## src/rtl/fib_request_scheduler.sv

```systemverilog
// Two-requester front end for a recursive Fibonacci engine.
// Round-robin arbitration, one job in flight, watchdog abort on a stuck engine.
module fib_request_scheduler #(
    parameter int NW      = 4,
    parameter int RW      = 16,
    parameter int TIMEOUT = 1023
) (
    input  logic          clk,
    input  logic          rst,
    input  logic          req0,
    input  logic          req1,
    input  logic [NW-1:0] n0,
    input  logic [NW-1:0] n1,
    output logic          gnt0,
    output logic          gnt1,
    output logic          done0,
    output logic          done1,
    output logic          err,
    output logic [RW-1:0] result,
    output logic          eng_start,
    output logic [NW-1:0] eng_n,
    output logic          eng_abort,
    input  logic          eng_done,
    input  logic [RW-1:0] eng_result
);

    localparam int            CW    = $clog2(TIMEOUT + 1);
    // Last WAIT cycle before the watchdog fires (counter starts at 0 in WAIT).
    localparam logic [CW-1:0] TO_M1 = CW'(TIMEOUT - 1);

    typedef enum logic [1:0] {IDLE, START, WAIT, DELIVER} state_t;

    state_t          state_q;
    logic            owner_q;
    logic            last_q;
    logic [CW-1:0]   cnt_q;
    logic [NW-1:0]   eng_n_q;
    logic [RW-1:0]   result_q;
    logic            err_q;
    logic            gnt0_q, gnt1_q, done0_q, done1_q;
    logic            eng_start_q, eng_abort_q;
    logic            win_d;

    // Round-robin pick: on a tie the requester not served last wins.
    always_comb begin
        win_d = req1;
        if (req0 && req1) win_d = ~last_q;
    end

    // Job FSM; every output is registered and pulses are cleared by default.
    always_ff @(posedge clk or posedge rst) begin
        if (rst) begin
            state_q     <= IDLE;
            owner_q     <= 1'b0;
            last_q      <= 1'b1;
            cnt_q       <= '0;
            eng_n_q     <= '0;
            result_q    <= '0;
            err_q       <= 1'b0;
            gnt0_q      <= 1'b0;
            gnt1_q      <= 1'b0;
            done0_q     <= 1'b0;
            done1_q     <= 1'b0;
            eng_start_q <= 1'b0;
            eng_abort_q <= 1'b0;
        end else begin
            gnt0_q      <= 1'b0;
            gnt1_q      <= 1'b0;
            done0_q     <= 1'b0;
            done1_q     <= 1'b0;
            eng_start_q <= 1'b0;
            eng_abort_q <= 1'b0;
            case (state_q)
                IDLE: begin
                    if (req0 || req1) begin
                        owner_q     <= win_d;
                        eng_n_q     <= win_d ? n1 : n0;
                        gnt0_q      <= ~win_d;
                        gnt1_q      <= win_d;
                        eng_start_q <= 1'b1;
                        state_q     <= START;
                    end
                end
                START: begin
                    cnt_q   <= '0;
                    state_q <= WAIT;
                end
                WAIT: begin
                    cnt_q <= cnt_q + 1'b1;
                    // A completion in the watchdog's last cycle still counts.
                    if (eng_done) begin
                        result_q <= eng_result;
                        err_q    <= 1'b0;
                        done0_q  <= ~owner_q;
                        done1_q  <= owner_q;
                        state_q  <= DELIVER;
                    end else if (cnt_q == TO_M1) begin
                        eng_abort_q <= 1'b1;
                        result_q    <= '0;
                        err_q       <= 1'b1;
                        done0_q     <= ~owner_q;
                        done1_q     <= owner_q;
                        state_q     <= DELIVER;
                    end
                end
                DELIVER: begin
                    last_q  <= owner_q;
                    state_q <= IDLE;
                end
                default: state_q <= IDLE;
            endcase
        end
    end

    assign gnt0      = gnt0_q;
    assign gnt1      = gnt1_q;
    assign done0     = done0_q;
    assign done1     = done1_q;
    assign err       = err_q;
    assign result    = result_q;
    assign eng_start = eng_start_q;
    assign eng_n     = eng_n_q;
    assign eng_abort = eng_abort_q;

endmodule
```

## config.mk

```make
export PLATFORM = sky130hd
export DESIGN_NAME = fib_request_scheduler
export DESIGN_NICKNAME = d
export VERILOG_FILES = /design/src/rtl/fib_request_scheduler.sv
export SDC_FILE = /design/constraint.sdc
export NUM_CORES = 1
export LEC_CHECK = 0
export CAP_MARGIN = 0
export CORE_MARGIN = 2
export CORE_UTILIZATION = 48
export DETAILED_ROUTE_END_ITERATION = 7
export PLACE_DENSITY_LB_ADDON = 0.05
export SLEW_MARGIN = 40
export SYNTH_ARGS = -nofsm -noshare
export SYNTH_HDL_FRONTEND = slang
export SYNTH_SLANG_ARGS = --single-unit
export TNS_END_PERCENT = 20
```

## constraint.sdc

```tcl
create_clock -name clk -period 2.2 [get_ports clk]
set_clock_uncertainty 0.1 [all_clocks]
set_input_delay 0.55 -clock clk [delete_from_list [all_inputs] [get_ports clk]]
set_output_delay 0.55 -clock clk [all_outputs]
set_load 0.01 [all_outputs]
```

==> results.md <==
- Run status: complete, no violations
- DR vias: 1642
- Clk buf depth: 2
- Mapped Nets: 220
- Period Utilization, post-route: 85.1%
- CP bufs+invs: 1
- Async set or reset register ratio after synthesis: 100%
- Total clock sinks: 41
- N_diodes: 0
- Synth Area in Adders: 3.70%
- Worst r2r dst: result[13]
- Slowest library cell on the worst path: clkdlybuf4s50_1
- H-tree depth: 2
- Post-route ant nets: 0
- Layout Nets: 280
- Full die area: 0.00476 sq mm
- Reg-to-reg critical path startpoint: state_q[0]
- Sum Neg Setup Slack: 0 ps
- RSZ-0062 raised after global routing: false
- Delay-heaviest family, CP: buffers and inverters
- Max IR drop VDD: 0.000661 V
- Slew at the pin closest to its max-slew limit: 507 ps
- Initial antenna violation count: 0
- Hold Buf Count CTS: 0
- Commonest non-fill, non-tap cell in the layout: clkdlybuf4s50_1
- Hold endpoint: done0
- Postcts setup bufs: 0
- Final Wtd Congestion: 0.764
- Final hold viol count: 0
- Mux share of post-synthesis cell area: 3.02%
- CP Launch Type: flip-flop
- Yosys Warn Count: 0
- Min-Delay Path Depth: 1
- Worst setup path start: err
- Dominant synthesized flop cell: dfrtp_1
- Worst R2R Path Depth: 4
- Cells along the critical path: clkdlybuf4s50_1
- Slew HR: 66.0%
- Xor/xnor cell area share of the yosys netlist: 0.432%
- Largest family of logic cells by synthesized area: simple AND/OR/NAND/NOR gates
- DRT Pass-1 Iters: 4
- Most frequent cells in the layout: clkdlybuf4s50_1 (55), dfrtp_1 (40), and3_1 (17), a221o_1 (17), nor2b_1 (11)
- Gr ovfl total: 0
- LEAKAGE: 0.00120 uW
- Min Tclk post-route: 1870 ps
- Maxcap violations: 0
- Slew Viols, Final: 0
- CP Data Arrival Time: 1220 ps
- First-pass GRT wire length: 8.02 mm
- #FFs+latches synth: 41
- Kind of capture point of the worst setup path: output port
- Area growth, synth to finish: 35.9%
- Vias in the first global route: 1755
- CTS resizes: 0
- Clock slew at the register clock pins of the worst setup and hold paths: 80 ps
- Maximum clock rate: 534 MHz
- Register area share after synthesis: 50.6%
- Post-DP HPWL: 3.27 mm
- # IOs: 56
- Initial DRC Count: 89
- # setup viols final: 0
- Syn Area/Cell: 11.0 sq um
- DRC viols: 0
- Tightest hold margin: 376 ps
- Crit Path Max Fanout: 2
- Total GRT Usage: 20.6%
- Die X: 69.0 um
- Post-synth EDFFs: 0
- Gate Count Post-Synth: 185
- Worst Hold Class: flip-flop to flip-flop
- Initial core utilization: 50.4%
- Largest net degree at the start of global routing: 37
- Netlist cell types: 39
- WP data required: 1550 ps
- Number of fill cells: 323
- Worst hold start: owner_q
- Vias per cell: 5.55
- Number of port buffers: 55
- WL per Instance: 15.3 um
- Layout cells sized above 1: 8.54%
- Pwr/cell area: 1120 mW/mm^2
- Skew-Pair Late Insertion Delay: 290 ps
- TritonCTS clock tree: done
- # rows: 23
- Routed WL: 4.52 mm
- R2r setup slk: 330 ps
- Slowest stage delay, CP: 550 ps
- Post-Syn Area: 0.00203 sq mm
- Critical path class: flip-flop to output port
- Core Region: 0.00403 sq mm
- Inserted Clock Buffers: 5
- Height of the die: 69.0 um
- Compound-Gate Fraction of Synth Area: 16.8%
- Cell at the root of the clock tree: clkbuf_8
- Simple-gate share of the synthesized area: 21.9%
==> cells by family (layout without fill, tap and decap cells) <==
kind of cell,after synthesis,count (layout)
xor+xnor,1,1
mux,6,6
fa+ha+maj,6,6
compound gates,42,42
buf+inv,17,78
simple gates,72,72
flops,41,41
==> stage by stage <==
step / area (sq um) / setup WS (ps) / utilization [%] / power [uW] / instances
after floorplan: 2030 / 497 / - / 1950 / 185
after global placement: 2660 / 214 / 66.0 / 2510 / 288
after detailed placement: 2660 / 120 / 66.0 / 2570 / 288
after CTS: 2760 / 295 / 68.5 / 3130 / 296
after global routing: 2760 / 184 / 68.5 / 3320 / 296
final: 2760 / 328 / 68.5 / 3090 / 296
==> registers in the layout, indices dropped and copies added, names as in the netlist <==
| name | count |
|---|---|
| gnt0 | 1 |
| owner_q | 1 |
| cnt_q | 10 |
| eng_start | 1 |
| state_q | 2 |
| err | 1 |
| result | 16 |
| done1 | 1 |
| done0 | 1 |
| eng_abort | 1 |
| gnt1 | 1 |
| last_q | 1 |
| eng_n | 4 |
==> routing by layer <==
metal  GRT usage [%]  vias to the layer above  wire length, um
met4            6.54                        0               51
li1                -                      802                -
met3            5.12                        7              172
met2            34.1                       35             2280
met5               0                        -                0
met1            26.7                      798             2010
==> power breakdown <==
group	leakage (uW)	total, uW	switching [uW]	internal [uW]
combinational	0.000648	1390	639	747
clock	0.0000542	543	259	284
sequential	0.000496	1160	163	1000
total	0.00120	3090	1060	2030
==> Yosys cell counts (4+ instances only) <==
library cell   n  share of area, %
nor2b_1       11               3.4
and2b_1        6               2.2
nand2b_1       4               1.2
clkbuf_1       5              0.92
inv_1          9               1.7
mux2i_1        5               2.5
a221o_1       17               8.4
and3_1        17               5.2
dfrtp_1       40                49
nand2_1        9               1.7
a21oi_1        5               1.2
nor2_1         5              0.92
ha_1           6               3.7
o21ai_0        8               2.0
==> final cells by class <==
type	instances	area [sq um]	share of cell area [%]
Timing Repair Buffer	60	601	21.8
Multi-Input combinational cell	127	930	33.7
Sequential cell	41	1030	37.2
Clock inverter	1	5.00	0.181
Tap cell	50	62.6	2.27
Clock buffer	7	96.3	3.49
Inverter	10	37.5	1.36
==> worst max-delay path by stage <==
stage / cells past startpoint / end
final: 1 / err
after global routing: 4 / result[13]
after CTS: 4 / result[13]
after detailed placement: 4 / eng_n[3]
after global placement: 4 / eng_n[3]
after floorplan: 5 / result[5]
(Power assumes the default switching activity.)
